==> src/rtl/rv32_pkg.sv <==
// rtl/rv32_pkg.sv - shared RV32I constants and fetch-stage types
package rv32_pkg;

   localparam logic [6:0] OPC_LOAD   = 7'b000_0011;
   localparam logic [6:0] OPC_STORE  = 7'b010_0011;
   localparam logic [6:0] OPC_BRANCH = 7'b110_0011;
   localparam logic [6:0] OPC_JAL    = 7'b110_1111;
   localparam logic [6:0] OPC_JALR   = 7'b110_0111;
   localparam logic [6:0] OPC_SYSTEM = 7'b111_0011;

   localparam logic [31:0] NOP_INSTR    = 32'h0000_0013;
   localparam logic [31:0] EBREAK_INSTR = 32'h0010_0073;

   typedef enum logic [1:0] {
      BOOT = 2'd0,
      RUN  = 2'd1,
      HALT = 2'd2
   } fetch_state_t;

   // Redirect targets are forced onto a word boundary
   function automatic logic [31:0] align_word(input logic [31:0] addr);
      return {addr[31:2], 2'b00};
   endfunction

endpackage

==> src/rtl/fetch_perf_cnt.sv <==
// rtl/fetch_perf_cnt.sv - fetch/stall/flush event counters
module fetch_perf_cnt (
   input  logic        clk_i,
   input  logic        rstn_i,
   input  logic        fetch_en_i,
   input  logic        stall_en_i,
   input  logic        flush_en_i,
   output logic [31:0] perf_fetch_o,
   output logic [31:0] perf_stall_o,
   output logic [31:0] perf_flush_o
);

   // Free-running counters, each advancing only on its event; wrap at 2^32
   always_ff @(posedge clk_i or negedge rstn_i) begin
      if (!rstn_i) begin
         perf_fetch_o <= 32'd0;
         perf_stall_o <= 32'd0;
         perf_flush_o <= 32'd0;
      end else begin
         if (fetch_en_i) perf_fetch_o <= perf_fetch_o + 32'd1;
         if (stall_en_i) perf_stall_o <= perf_stall_o + 32'd1;
         if (flush_en_i) perf_flush_o <= perf_flush_o + 32'd1;
      end
   end

endmodule

==> src/rtl/fetch_stage.sv <==
// rtl/fetch_stage.sv - RV32I instruction fetch stage with IF/ID register
module fetch_stage
   import rv32_pkg::*;
#(
   parameter logic [31:0] RESET_PC       = 32'h0000_0000,
   parameter logic [31:0] NOP_INSTR      = 32'h0000_0013,
   parameter bit          HALT_ON_EBREAK = 1'b1
) (
   input  logic        clk_i,
   input  logic        rstn_i,
   input  logic        stall_en_i,
   input  logic        flush_i,
   input  logic [31:0] flush_target_i,
   output logic [31:0] imem_addr_o,
   input  logic [31:0] imem_rdata_i,
   output logic [31:0] instr_fetch_o,
   output logic [31:0] pc_fetch_o,
   output logic        valid_fetch_o,
   output logic        halted_o,
   output logic        misalign_o,
   output logic [31:0] perf_fetch_o,
   output logic [31:0] perf_stall_o,
   output logic [31:0] perf_flush_o
);

   fetch_state_t state_q, state_d;
   logic [31:0]  pc_q, pc_next;
   logic         ifid_load, ifid_bubble;
   logic         cnt_fetch, cnt_stall, cnt_flush;
   logic         misalign_d;

   // Next-state, next-PC and IF/ID update selection
   always_comb begin
      state_d     = state_q;
      pc_next     = pc_q;
      ifid_load   = 1'b0;
      ifid_bubble = 1'b0;
      cnt_fetch   = 1'b0;
      cnt_stall   = 1'b0;
      cnt_flush   = 1'b0;
      misalign_d  = 1'b0;
      case (state_q)
         BOOT: begin
            ifid_bubble = 1'b1;
            state_d     = RUN;
            if (flush_i) begin
               pc_next    = align_word(flush_target_i);
               cnt_flush  = 1'b1;
               misalign_d = |flush_target_i[1:0];
            end else begin
               pc_next = RESET_PC;
            end
         end
         RUN: begin
            if (flush_i) begin
               pc_next     = align_word(flush_target_i);
               ifid_bubble = 1'b1;
               cnt_flush   = 1'b1;
               misalign_d  = |flush_target_i[1:0];
            end else if (stall_en_i) begin
               pc_next   = pc_q;
               cnt_stall = 1'b1;
            end else begin
               pc_next   = pc_q + 32'd4;
               ifid_load = 1'b1;
               cnt_fetch = 1'b1;
               if (HALT_ON_EBREAK && (imem_rdata_i == EBREAK_INSTR))
                  state_d = HALT;
            end
         end
         HALT: begin
            if (flush_i) begin
               pc_next     = align_word(flush_target_i);
               ifid_bubble = 1'b1;
               cnt_flush   = 1'b1;
               misalign_d  = |flush_target_i[1:0];
               state_d     = RUN;
            end else begin
               pc_next     = pc_q;
               ifid_bubble = !stall_en_i;
            end
         end
         default: begin
            state_d = BOOT;
            pc_next = RESET_PC;
         end
      endcase
   end

   // The memory is addressed with the PC being launched this cycle
   assign imem_addr_o = rstn_i ? pc_next : RESET_PC;
   assign halted_o    = (state_q == HALT);

   // State, PC and IF/ID pipeline register
   always_ff @(posedge clk_i or negedge rstn_i) begin
      if (!rstn_i) begin
         state_q       <= BOOT;
         pc_q          <= RESET_PC;
         instr_fetch_o <= NOP_INSTR;
         pc_fetch_o    <= 32'd0;
         valid_fetch_o <= 1'b0;
         misalign_o    <= 1'b0;
      end else begin
         state_q    <= state_d;
         pc_q       <= pc_next;
         misalign_o <= misalign_d;
         if (ifid_bubble) begin
            instr_fetch_o <= NOP_INSTR;
            pc_fetch_o    <= 32'd0;
            valid_fetch_o <= 1'b0;
         end else if (ifid_load) begin
            instr_fetch_o <= imem_rdata_i;
            pc_fetch_o    <= pc_q;
            valid_fetch_o <= 1'b1;
         end
      end
   end

   fetch_perf_cnt u_perf (
      .clk_i        (clk_i),
      .rstn_i       (rstn_i),
      .fetch_en_i   (cnt_fetch),
      .stall_en_i   (cnt_stall),
      .flush_en_i   (cnt_flush),
      .perf_fetch_o (perf_fetch_o),
      .perf_stall_o (perf_stall_o),
      .perf_flush_o (perf_flush_o)
   );

endmodule

==> config.mk <==
export PLATFORM = sky130hd
export DESIGN_NAME = fetch_stage
export DESIGN_NICKNAME = d
export VERILOG_FILES = /design/src/rtl/rv32_pkg.sv /design/src/rtl/fetch_perf_cnt.sv /design/src/rtl/fetch_stage.sv
export SDC_FILE = /design/constraint.sdc
export NUM_CORES = 1
export LEC_CHECK = 0
export CELL_PAD_IN_SITES_DETAIL_PLACEMENT = 0
export CELL_PAD_IN_SITES_GLOBAL_PLACEMENT = 1
export CORE_AREA = 3 3 173 175
export DETAILED_ROUTE_END_ITERATION = 8
export DIE_AREA = 0 0 176 178
export PLACE_DENSITY_LB_ADDON = 0.12
export SETUP_SLACK_MARGIN = 0.5
export SLEW_MARGIN = 20
export SYNTH_ARGS = -nofsm -noshare
export SYNTH_HDL_FRONTEND = slang
export SYNTH_SLANG_ARGS = --single-unit
export TNS_END_PERCENT = 30
==> constraint.sdc <==
create_clock -name clk_i -period 2.2 [get_ports clk_i]
set_clock_uncertainty 0.15 [all_clocks]
set_input_delay 0.44 -clock clk_i [delete_from_list [all_inputs] [get_ports clk_i]]
set_output_delay 0.44 -clock clk_i [all_outputs]
set_load 0.1 [all_outputs]
== Word-level counts from Yosys, hierarchy flattened ==
Index checks and enable logic that the tools add are counted.

* Flip-flop bits (word level): 196

* $add $sub $neg: 4
* Eq/ne operators: 7
* Muxes and demuxes: 29
* Reductions and logical operators: 6

{| class="wikitable"
|+ Operator list
! cell !! number
|-
| 32-bit two-way mux || 9
|-
| 32-bit by 1-bit adder with 32-bit output, second input constant || 3
|-
| 32-bit one-hot mux with 3 select lines || 1
|-
| 32-bit by 3-bit adder with 32-bit output, second input constant || 1
|-
| 32-bit by 21-bit == test with 1-bit output, second input constant || 1
|-
| 1-bit two-way mux || 13
|-
| 2-bit two-way mux || 4
|-
| 2-bit != test, second input constant || 4
|-
| 2-bit one-hot mux with 3 select lines || 1
|-
| 4-bit AND reduction || 1
|-
| 1-bit one-hot mux with 3 select lines || 1
|-
| 3-bit OR reduction || 1
|-
| 2-bit by 1-bit == test with 1-bit output, second input constant || 1
|-
| 2-bit == test, second input constant || 1
|-
| 2-bit logical NOT || 1
|-
| 2-bit nonzero test || 1
|-
| 2-bit OR reduction || 1
|-
| 1-bit logical NOT || 1
|}

== Longest topological paths before layout ==
Gate-level depths: netlist of the first run.

* Depth after elaboration: 5
* Depth in mapped cells: 8

== Hierarchy ==
From an unflattened synthesis of the first run, not the netlist that was laid out.

* Cells, all modules: 1019
* Area, all modules: 9778.1 um^2

{| class="wikitable"
|+ Modules (own cells, without submodules)
! module !! instances !! cells an instance !! area each (um^2) !! sequential area each (um^2)
|-
| fetch_stage || 1 || 649 || 5444.0 || 2506.2
|-
| fetch_perf_cnt || 1 || 370 || 4334.2 || 2402.3
|}

== Least setup slack after synthesis of the first run ==
Ideal clock, no wire load.

* Kind: register to output
* Start: register pc_q[8]
* End: output imem_addr_o[24]
* Data arrival time: 3.802 ns
* Required time: 1.610 ns
* Slack: -2.192 ns
* Cell stages (with the launch flop): 8
* Path buffers: 2
* Cell sequence: dfrtp_1 clkbuf_1 nand3_1 nor4_1 buf_2 nand4_1 xor2_1 a211oi_1

* Cells in the longest elaborated chain, start to end: 5

{| class="wikitable"
|+ Ends and longest elaborated chain
! element !! line !! text
|-
| from (decl) || fetch_stage.sv:27 || <nowiki>logic [31:0] pc_q, pc_next;</nowiki>
|-
| from (signal assigned) || fetch_stage.sv:105 || <nowiki>pc_q <= pc_next;</nowiki>
|-
| 32-bit by 3-bit adder with 32-bit output || fetch_stage.sv:64 || <nowiki>pc_next = pc_q + 32'd4;</nowiki>
|-
| 32-bit two-way mux || fetch_stage.sv:60 || <nowiki>end else if (stall_en_i) begin</nowiki>
|-
| 32-bit two-way mux || fetch_stage.sv:55 || <nowiki>if (flush_i) begin</nowiki>
|-
| 32-bit one-hot mux with 3 select lines || fetch_stage.sv:42 || <nowiki>case (state_q)</nowiki>
|-
| 32-bit two-way mux || fetch_stage.sv:91 || <nowiki>assign imem_addr_o = rstn_i ? pc_next : RESET_PC;</nowiki>
|-
| to (decl) || fetch_stage.sv:14 || <nowiki>output logic [31:0] imem_addr_o,</nowiki>
|}

No other way between the ends.

== Worst setup path in the final report of the first run ==
* Start: register pc_q[5]
* End: output imem_addr_o[24]

The elaborated chain is that of the path after synthesis.

==> metrics.md, run 1 <==
| Metric | Value |
|---|---|
| Detailed Route WL | between 30000 and 40000 µm |
| Slew Limit Headroom | 35.7% |
| Max FO, Critical Path | 4 |
| Synth Instances | between 900 and 1000 |
| Hold slack | ~0.11 ns |
| Horiz. Die Dim | 176 µm |
| CTS tree | done |
| Hold Path Class | in -> async |
| Post-synth ARST share | 100% |
| IO buf count | approximately 260 |
| Routed WL per cell | between 15 and 20 µm |
| Nets | 1537 |
| Crit Path Class | reg -> out |
| Grt ovf | 0 |
| Synthesized area | 9360 µm² |
| Fill count | 2235 |
| Req. time, crit path | between 1.5 and 2 ns |
| Die area | around 31000 µm² |
| VDD IR-drop max | 1010 µV |
| CP max-delay cell | dfrtp_1 |
| Core box area | around 29000 µm² |
| Crit path arrival time | 2.54 ns |
| Worst-path clk slew | around 0.080 ns |
| Total GRT Usage | between 20% and 30% |
| Root Buffer | clkbuf_16 |
| R2R setup slack | -0.18 ns |
| Design area | 18400 µm² |
| DRT iter0 DRCs | about 520 |
| Max Clock Freq | roughly 320 MHz |
| Syn Area/Cell | 9.48 µm² |
| Worst skew pair latency | 0.44 ns |
| GP Congestion | between 0.8 and 0.9 |
| Residual DRC | 0 |
| Vias after detailed routing | about 9500 |
| Buf+Inv Stages, Crit Path | 3 |
| Slowest cell delay on critical path | 0.42 ns |
| Die Y | roughly 180 µm |
| CP delay by family, top | simple AND/OR/NAND/NOR gates |
| Status | finished with violations |
| TritonCTS Sinks | 196 |
| CTS Buf Count | 17 |
| Worst-Margin Slew | ~0.96 ns |
| Final Max Slew Viols | 0 |
| Synth-to-Final Area Change | 96.4% |
| Worst flop-to-flop path endpoint | pc_q[28]$_DFF_PN0_ |
| H-tree levels | 4 |
| ANT nets after route | 0 |
| DR pass1 iterations | 4 |
| Number of flops mapped to enable cells by yosys | 0 |
| CP startpoint kind | register |
| Final Hold Vio Count | 0 |
| Pwr dens | around 700 nW/µm² |
| Initial Util | roughly 33% |
| Syn nets | ~1100 |
| Vias in the first global route | approximately 9800 |
| Setup WS post-layout | -0.929 ns |
| Placed Instance Area | about 14000 µm² |
| Register area share after synthesis | a little over half |
| Setup violations, final | 47 |
| Failing checks | setup timing |
| Initial antenna violation count | 1 |
| Flops & latches, synth | 196 |
| CP endpoint kind | primary output |
| Boundary Pins | 263 |
| Distinct cells, synth | 55 |
| RSZ-0062 raised after global routing | true |
| Vias/cell | slightly above 5 |
| Maximum clock path buffer count | 2 |
| R2R Path Start | pc_q[5]$_DFF_PN0_ |
| Final Cycle Share | 142% |
| Maxcap violations | 0 |
| Row count | 62 |
| Worst R2R Path Depth | 12 |
| HPWL after detailed placement | 22600 µm |
| Primary FF master, synth | dfrtp_1 |
| First-pass GRT wire length | ~56000 µm |
| Crit path time final | about 3.1 ns |
| YS warnings | 0 |
| Critical Path, Cell by Cell | nand3_4, buf_6, nor4_4, buf_4, nand4_1, xor2_2, a211oi_4, buf_12 |
| Largest net degree at the start of global routing | 74 |
| Layout cells sized above 1 | slightly above 60% |
| Post-route core utilization | about 64% |
| Leakage | approximately 8.4 nW |
[per-layer routing]
| metal | GRT usage [%] | up-vias | share of wire, % |
|---|---|---|---|
| met3 | 5.19 | 46 | 6.3 |
| met5 | 0 | - | 0 |
| li1 | - | 4417 | - |
| met1 | 31.9 | 4720 | 44 |
| met2 | 36.3 | 311 | 47 |
| met4 | 6.20 | 0 | 2.2 |
[cells in the final DEF (no fill, tap or decap), drive strengths merged, types with 3 or more instances in the layout]
cell type / netlist / final
a21o: 4 / 4
clkinv: 1 / 3
mux2i: 3 / 3
a211oi: 3 / 3
nor3: 22 / 22
and2: 22 / 22
buf: 13 / 441
nand3: 105 / 105
mux2: 3 / 3
ha: 4 / 4
nand2: 197 / 197
nor2b: 7 / 7
o211ai: 3 / 3
xnor2: 66 / 66
and4: 20 / 20
dfstp: 3 / 3
inv: 9 / 13
nor4: 17 / 17
or3: 5 / 5
nand2b: 3 / 3
and3: 19 / 19
dfrtp: 193 / 193
a21oi: 38 / 38
o21ai: 28 / 28
nand4b: 6 / 6
xor2: 30 / 30
clkdlybuf4s50: 0 / 63
nor2: 44 / 44
clkbuf: 39 / 22
nand4: 31 / 31
a22oi: 9 / 9
a31oi: 13 / 13
o21a: 3 / 3
clkinvlp: 0 / 4
[cell usage after synthesis, types with 7 or more instances]
| master | n | area, µm² |
|---|---|---|
| nand2_1 | 197 | 739 |
| dfrtp_1 | 193 | 4830 |
| nand3_1 | 105 | 526 |
| xnor2_1 | 66 | 578 |
| nor2_1 | 42 | 158 |
| clkbuf_1 | 39 | 146 |
| a21oi_1 | 38 | 190 |
| nand4_1 | 31 | 194 |
| xor2_1 | 30 | 263 |
| o21ai_0 | 26 | 130 |
| and2_1 | 22 | 138 |
| and4_1 | 20 | 175 |
| and3_1 | 19 | 119 |
| nor3_1 | 17 | 85.1 |
| nor4_1 | 15 | 93.8 |
| a31oi_1 | 13 | 81.3 |
| a22oi_1 | 9 | 67.6 |
| inv_1 | 9 | 33.8 |
| buf_2 | 7 | 35.0 |
| nor2b_1 | 7 | 43.8 |
[area by class of cell]
class,instances,area (µm²),share of cell area (%)
Clock buffer,20,437,2.37
Timing Repair Buffer,510,5820,31.6
Multi-Input combinational cell,730,6360,34.6
Antenna cell,1,2.50,0.0136
Clock inverter,12,143,0.776
Tap cell,384,480,2.61
Sequential cell,196,5110,27.8
Inverter,10,41.3,0.225
[power breakdown]
part / switching [mW] / internal [mW]
combinational: 3.29 / 1.73
clock: 1.49 / 1.70
sequential: 0.440 / 3.99
total: 5.22 / 7.42
[metrics by stage]
| step | setup TNS [ns] | instances | setup slack (ns) | total power [mW] |
|---|---|---|---|---|
| floorplan | -8.61 | 988 | -0.662 | 7.19 |
| global route | -28.57 | 1863 | -1.03 | 13.1 |
| detailed placement | -69.70 | 1730 | -0.872 | 8.75 |
| CTS | -22.02 | 1830 | -0.830 | 12.5 |
| finish | -23.63 | 1863 | -0.929 | 12.6 |
| global placement | -68.83 | 1730 | -0.879 | 8.74 |
[cells by family after synthesis]
family / Yosys count / synth area share [%]
and+or+nand+nor: 508 / 27.3
DFF: 196 / 52.4
AOI/OAI and AO/OA: 116 / 7.54
xor gates and xnor gates: 96 / 8.98
buffers and inverters: 62 / 2.58
muxes: 6 / 0.682
adders and majority gates: 4 / 0.535
[registers in the layout, summed over array words and instances, names as in the netlist]
signal / cells
pc_fetch_o: 32
u_perf.perf_fetch_o: 32
state_q: 2
pc_q: 32
valid_fetch_o: 1
misalign_o: 1
u_perf.perf_stall_o: 32
u_perf.perf_flush_o: 32
instr_fetch_o: 32
[worst max path at each step]
stage | end | startpoint | cells after the start
floorplan | imem_addr_o[24] | pc_q[2]$_DFF_PN0_ | 7
global placement | imem_addr_o[21] | stall_en_i | 7
detailed placement | imem_addr_o[21] | stall_en_i | 7
CTS | imem_addr_o[24] | pc_q[2]$_DFF_PN0_ | 8
global route | imem_addr_o[24] | pc_q[2]$_DFF_PN0_ | 8
finish | imem_addr_o[24] | pc_q[5]$_DFF_PN0_ | 8
[timing repair]
item	4_1_cts	5_1_grt
hold buffers	1	1
endpoints found under the hold margin	51	4
resized for setup	301	229
setup endpoints to repair	336	380
buffers inserted	47	30
gates cloned	20	1
pin swaps	215	195
No activity file was read; power rests on OpenSTA's default activity.
==> run 2: changes to the inputs <==
ABC_CLOCK_PERIOD_IN_PS = 2200   (was default)
CAP_MARGIN = 20   (was default)
==> results of run 2 <==
The final DEF is identical to that of run 1; final timing and power are the same.
==> run 3: changes to the inputs <==
CORE_AREA = 3 3 182 166   (was 3 3 173 175)
DIE_AREA = 0 0 185 169   (was 0 0 176 178)
==> metrics.md, run 3 (synthesis gave the netlist of run 1 again) <==
| Metric | Value |
|---|---|
| Status | finished with violations |
| Failing checks | setup timing |
| Worst R2R Path Depth | 17 |
| Horiz. Die Dim | between 150 and 200 µm |
| Residual DRC | 0 |
| Total power after layout | 12.6 mW |
| Core box area | 28600 µm² |
| Worst-path clk slew | around 0.090 ns |
| Placed Instance Area | about 14000 µm² |
| Routed WL per cell | approximately 19 µm |
| Row count | 59 |
| TritonCTS Sinks | around 200 |
| Most common cell after layout, fill and taps aside | buf_4 |
| Clk pwr share | about a quarter |
| HPWL after detailed placement | between 20000 and 25000 µm |
| CTS Buf Count | 17 |
| GP Congestion | 0.834 |
| DR pass1 iterations | 4 |
| Post-route core utilization | between 60 and 70% |
| H-tree levels | 4 |
| Setup WS post-layout | -0.915 ns |
| Max FO, Critical Path | 8 |
| Cell Int Power | ~7.3 mW |
| Die area | between 30000 and 40000 µm² |
| Total GRT Usage | a little over a fifth |
| Logic gate share of total power | between 30% and 40% |
| Design area | around 18000 µm² |
| Final Hold Vio Count | 0 |
| Worst skew pair latency | approximately 0.45 ns |
| Net Sw Power | between 5 and 6 mW |
| RSZ-0062 raised after global routing | true |
| Largest net degree at the start of global routing | 120 |
| Worst flop-to-flop path endpoint | pc_q[9]$_DFF_PN0_ |
| Reg power frac | between 30% and 40% |
| Initial Util | ~33% |
| Pwr dens | 704 nW/µm² |
| Max Clock Freq | about 320 MHz |
| Crit path arrival time | about 2.5 ns |
| R2R setup slack | -0.41 ns |
| Worst-Margin Slew | ~0.64 ns |
| Root Buffer | clkbuf_16 |
| Critical Path End | imem_addr_o[16] |
| CTS tree | done |
| Die Y | between 150 and 200 µm |
| Pre-CTS setup slack | -0.885 ns |
| Maximum clock path buffer count | 2 |
| Crit path time final | between 3 and 4 ns |
| CP startpoint kind | register |
| Synth-to-Final Area Change | 90.4% |
| CP endpoint kind | primary output |
| Vias in the first global route | ~9000 |
| Most frequent cells in the layout | buf_4 (228), nand2_1 (172), dfrtp_1 (108), buf_12 (99), buf_6 (82) |
| Hold Path Class | in -> reg |
| Sw Share | between 40% and 50% |
| Dpl cells | 1709 |
| Slew Limit Headroom | between 50% and 60% |
| Setup violations, final | roughly 160 |
| DRT iter0 DRCs | around 460 |
| Vias after detailed routing | between 9000 and 10000 |
| Final Max Slew Viols | 0 |
| Layout Cells excl Fill | around 1800 |
| Detailed Route WL | about 36000 µm |
| ANT nets after route | 0 |
| VDD IR-drop max | 654 µV |
| Nets | between 1500 and 2000 |
| Vias/cell | a little over 5 |
| First-pass GRT wire length | around 53000 µm |
| Crit Path Class | reg -> out |
| Final Cycle Share | 142% |
| Leakage | approximately 8 nW |
| Boundary Pins | 263 |
| R2R Path Start | state_q[1]$_DFFE_PN0P_ |
| Initial antenna violation count | 5 |
| Maxcap violations | 0 |
| Req. time, crit path | ~1.6 ns |
| Grt ovf | 0 |
| IO buf count | between 200 and 300 |
| Layout cells sized above 1 | ~56% |
| CP startpoint | pc_q[8]$_DFF_PN0_ |
run 3: changes by cell type in the layout (fill, tap and decap cells not counted), moves of 5 or more:
cell     change
buf_12      +15
buf_4       -31
buf_16      -11
xnor2_1     +12
nand3_4      -9
nand2_4     -34
nand3_1     +10
nand2_2     -21
nand2_1     +55
buf_6       +13
nor3_2       +5
xnor2_2     -12
run 3: worst min-delay path by stage:
stage	startpoint	endpoint	cells after the start
2_1_floorplan	rstn_i	instr_fetch_o[10]$_DFFE_PN0P_	0
3_3_place_gp	rstn_i	pc_q[4]$_DFF_PN0_	1
3_5_place_dp	rstn_i	pc_q[29]$_DFF_PN0_	1
4_1_cts	imem_rdata_i[31]	instr_fetch_o[31]$_DFFE_PN0P_	3
5_1_grt	imem_rdata_i[11]	instr_fetch_o[11]$_DFFE_PN0P_	3
6_report	imem_rdata_i[11]	instr_fetch_o[11]$_DFFE_PN0P_	3
run 3: routing by layer:
| layer | routed length (µm) | up-vias | GRT usage (%) |
|---|---|---|---|
| met5 | 46 | - | 0 |
| met4 | 467 | 8 | 4.86 |
| met3 | 2130 | 32 | 5.76 |
| met2 | 16300 | 272 | 33.5 |
| met1 | 16600 | 4648 | 31.2 |
| li1 | - | 4400 | - |
run 3: cell type report:
class / count / area [µm²]
fill: 2321 / 10800
multi-input combinational: 730 / 5810
timing repair buffer: 498 / 5810
sequential: 196 / 5110
tap: 366 / 458
clock buffer: 18 / 429
clock inverter: 14 / 161
inverter: 10 / 41.3
antenna: 1 / 2.50
run 3: metrics by stage:
stage                     setup TNS, ns  hold WS [ns]
after detailed placement         -68.86        0.0974
after floorplan                   -8.61      -0.00559
final                            -46.56         0.104
after CTS                        -31.61         0.221
after global routing             -59.69         0.116
after global placement           -67.57        0.0953
run 3: worst max-delay path, stage by stage (launching register included):
cell and delay, ns:
dfrtp_1 0.41, buf_6 0.16, nand4_1 0.14, nor4_2 0.34, buf_4 0.18, nand2_1 0.07
or3_4 0.35, a31oi_4 0.22, buf_12 0.20
run 3: power by group through the flow:
stage          combinational, mW  sequential, mW  clock [mW]
6_report                    4.88            4.43        3.24
5_1_grt                     5.09            4.48        3.47
3_5_place_dp                4.34            4.45           0
4_1_cts                     4.59            4.38        3.33
3_3_place_gp                4.33            4.44           0
2_1_floorplan               1.02            6.16           0
run 3: repair_timing:
action / in CTS / in global routing
cloned: 10 / 9
hold endpoints to repair: 77 / 3
gates resized for setup: 162 / 269
setup buffers: 40 / 30
endpoints found under the setup margin: 365 / 500
hold buffers: 1 / 1
pin swaps: 95 / 155
==> RTL edit 1, RTL diff (flow settings as in run 1) <==
Set the parameter `HALT_ON_EBREAK` to 1'b0 (it was 1'b1).
--- a/src/rtl/fetch_stage.sv
+++ b/src/rtl/fetch_stage.sv
@@ -4,7 +4,7 @@
 #(
    parameter logic [31:0] RESET_PC       = 32'h0000_0000,
    parameter logic [31:0] NOP_INSTR      = 32'h0000_0013,
-   parameter bit          HALT_ON_EBREAK = 1'b1
+   parameter bit          HALT_ON_EBREAK = 1'b0
 ) (
    input  logic        clk_i,
    input  logic        rstn_i,
Function: changed (Yosys sat finds a counterexample within 4 cycles, from zero or initial values and one cycle with rstn_i low).
==> RTL edit 1 against run 1 <==
The run ends with hold timing, setup timing left; sequential cell count shrank 1; wire length shrank 18%; sequential share of layout area grew 2.1 points; design area shrank 6.7%; first-iteration DRC count shrank 35%; synthesized area shrank 4.4%; total power shrank 12%; utilization shrank 4.3 points; non-clock buffer count shrank 50; setup slack gained 94 ps; critical endpoint is now imem_addr_o[27]; largest cell class is now buffers.
==> RTL edit 1: results (changes against run 1) <==
dpl hpwl=19,900 µm (-12%); Leakage=7.77 nW (-7.1%); largest net degree at the start of global routing=77 (+4.1%); hold slack=-33.7 ps (-147 ps); Mapped Avg Cell Area=10.6 µm² (+12%); sequential share of power=38.3% (+3.2 points); flop-to-flop setup slack=50 ps (+230 ps); power in the clock group=0.00311 W (-3%); non-filler cells, final=1,681 (-9.8%); met2 Use GR=30.9% (-5.3 points); M1 GR Usage=25.2% (-6.7 points); initial DRC count=335 (-35%); placed standard-cell area=13,500 µm² (-5.9%); Placer Congestion=0.820 (-3.2%); hold_buf cts=4 (+3); Netlist cell types=51 (-7.3%); Worst-Margin Slew=905 ps (-59.5 ps); setup violators final=32 (-32%); outcome=finished, violations left; Port Buffer Count=261 (-0.38%); initial antenna violation count=0 (-1); worst setup margin=-835 ps (+93.9 ps); All-Layer GR Usage=18.7% (-4.2 points); fin nets=1,356 (-12%); Via-to-Cell Ratio=4.71 (-7.5%); Post-Route Setup TNS=-21,060 ps (+2570 ps); worst flop-to-flop path endpoint=pc_q[25]$_DFF_PN0_; reg2reg path depth=9 (-3); Syn Nets=914 (-14%); Seq group=0.00428 W (-3%); worst-path maximum fanout=2 (-2); failing checks=hold timing, setup timing; synth top area cells=dfrtp_1, xnor2_1, mux2i_1; register area share after synthesis=54.5% (+2.1 points); vias in the first global route=8,291 (-15%); post-CTS setup buffers=44 (-6.4%); M3 GR Usage=4.13% (-1.1 points); critical path capture point=imem_addr_o[27]; antenna cells=0 (-1); Synth top cells by count=dfrtp_1, nor2_1, nand2_1; fraction of layout cells with a size suffix above 1=54.3% (-7.0 points); Switching Fraction=38.4% (-2.9 points); final hold vios=10 (+10); met1 WL=13,100 µm (-19%); Critical Path AT=2450 ps (-90 ps); Fill cells=2,270 (+1.6%)
RTL edit 1: cell families (layout without fill, tap and decap cells):
logic type / count (synthesis) / after routing / synth area share (%)
adders and majority gates: 4 / 4 / 0.559
muxes: 67 / 67 / 7.53
buffers and inverters: 46 / 501 / 2.12
AOI/OAI and AO/OA: 55 / 55 / 3.72
DFF: 195 / 195 / 54.5
xor gates and xnor gates: 112 / 112 / 11.0
other: 2 / 2 / 0.0839
and+or+nand+nor: 361 / 361 / 20.5
RTL edit 1: final cells by class:
class	count	area, µm²	share of cell area [%]
clock buffers	18	429	2.50
clock inverters	14	150	0.875
inverters	9	33.8	0.197
multi-input cells	601	5200	30.3
flip-flops and latches	195	5130	29.9
well taps	384	480	2.80
repair buffers	460	5740	33.5
RTL edit 1: critical path: stages (launching register included):
cell	delay [ps]
dfrtp_1	390
buf_4	130
buf_6	90
nand4b_4	120
or4_4	480
or3_4	400
a21oi_4	160
o21ai_4	90
buf_12	160
==> RTL edit 2, RTL diff (settings of run 1) <==
Without the edit above. Re-encode `fetch_state_t` (3 states) as one-hot, 3 bits wide.
--- a/src/rtl/rv32_pkg.sv
+++ b/src/rtl/rv32_pkg.sv
@@ -11,10 +11,10 @@
    localparam logic [31:0] NOP_INSTR    = 32'h0000_0013;
    localparam logic [31:0] EBREAK_INSTR = 32'h0010_0073;
 
-   typedef enum logic [1:0] {
-      BOOT = 2'd0,
-      RUN  = 2'd1,
-      HALT = 2'd2
+   typedef enum logic [2:0] {
+      BOOT = 3'b001,
+      RUN  = 3'b010,
+      HALT = 3'b100
    } fetch_state_t;
 
    // Redirect targets are forced onto a word boundary
Formal check against the unedited RTL: same outputs for any inputs over 4 cycles, from zero or initial values and one cycle with rstn_i low; so few cycles prove little.
==> RTL edit 2 against run 1 <==
The flow still finishes with violations (setup timing); register-to-register slack lost 180 ps; setup slack gained 38 ps; critical path depth is the same; design area shrank 6.9%; synthesized area grew 2.3%; wire length shrank 7.0%; first-iteration DRC count grew 1.5%; combinational power is essentially flat; fmax grew 1.2%; total power shrank 0.30%; sequential cell count grew 1; highest routed layer unchanged.
==> RTL edit 2: results (changes against run 1) <==
Leakage=7.72 nW (-7.7%); CP top delay family=buffers and inverters; reg2reg path depth=11 (-1); Fill cells=2,394 (+7.1%); fin nets=1,437 (-6.5%); failing checks=setup timing; worst reg2reg path startpoint=state_q[0]$_DFFE_PN1P_; met1 WL=15,200 µm (-6.3%); vias in the first global route=9,047 (-7.5%); Critical Path AT=2500 ps (-40 ps); fraction of registers with async set/reset=100% (unchanged); largest net degree at the start of global routing=52 (-30%); Worst-Margin Slew=742 ps (-223 ps); Seq/total area=28.9% (+1.1 points); Mapped Avg Cell Area=10.7 µm² (+13%); Peak VDD IR=918 µV (-9.1%); DR WL met3=1630 µm (-29%); critical path capture point=imem_addr_o[26]; worst setup margin=-891 ps (+38.4 ps); M3 GR Usage=3.75% (-1.4 points); multiplexer share of the synthesized area=4.86% (+4.2 points); Syn Nets=964 (-9.1%); Netlist cell types=59 (+7.3%); Synth Area in Compound Gates=13.3% (+5.8 points); area occupied by multi-input gates=5470 µm² (-14%); DR pass1 iterations=5 (+1); Worst Setup SP=pc_q[9]$_DFF_PN0_; routed wl met2=16,700 µm (-3.2%); combinational fraction of design power=39.6% (about the same); top cell type's share of synthesized area=50.4% (-1.2 points); Layout clock area frac=3.53% (+0.38 points); worst-path maximum fanout=6 (+2); Synth top cells by count=dfrtp_1, a22o_1, xnor2_1; clkbuf count=17 (-15%); first-pass GRT wire length=51,900 µm (-7.6%); Via-to-Cell Ratio=5.14 (+0.82%); Non-clock buffer share=32.4% (+0.75 points); dpl hpwl=23,400 µm (+3.2%); met2 Use GR=34.4% (-1.9 points); antenna cells=0 (-1); setup violators final=171 (+260%); synth top area cells=dfrtp_1, a22o_1, xnor2_1; hold_buf cts=4 (+3); cts repair resizes=141 (-53%); outcome=finished, violations left; area share of xor/xnor cells in the synthesized design=8.87% (-0.11 points); post-CTS setup buffers=39 (-17%); All-Layer GR Usage=21.0% (-2.0 points); Crit path largest cell delay=370 ps (-50 ps); M1 GR Usage=29.3% (-2.7 points); initial antenna violation count=0 (-1); Num Clock Sinks=197 (+0.51%); Placer Congestion=0.832 (-1.7%); hold slack=93.3 ps (-19.8 ps); flop-to-flop setup slack=-360 ps (-180 ps)
## RTL edit 2: changes by cell type in the layout (fill, tap and decap cells not counted), moves of 18 or more
cell     change
dfrtp_4     -39
dfrtp_2     -30
dfrtp_1     +69
nand2_1     -64
nand2_4     -37
mux2i_1     +21
o22ai_4     +18
nand2_2     -33
buf_16      -21
a22o_1      +62
buf_4       -47
buf_8       +18
buf_6       +50
nand3_2     -51
## RTL edit 2: stage by stage
stage / setup slack, ps / setup TNS [ps] / util [%] / cell area (µm²) / total power (W)
2_1_floorplan: -612 / -34850 / - / 10100 / 0.00724
3_3_place_gp: -1010 / -66110 / 50.3 / 14400 / 0.00892
3_5_place_dp: -1040 / -63810 / 50.3 / 14400 / 0.00893
4_1_cts: -916 / -38660 / 55.7 / 15900 / 0.0124
5_1_grt: -1010 / -64230 / 59.8 / 17100 / 0.0131
6_report: -891 / -49170 / 59.8 / 17100 / 0.0126
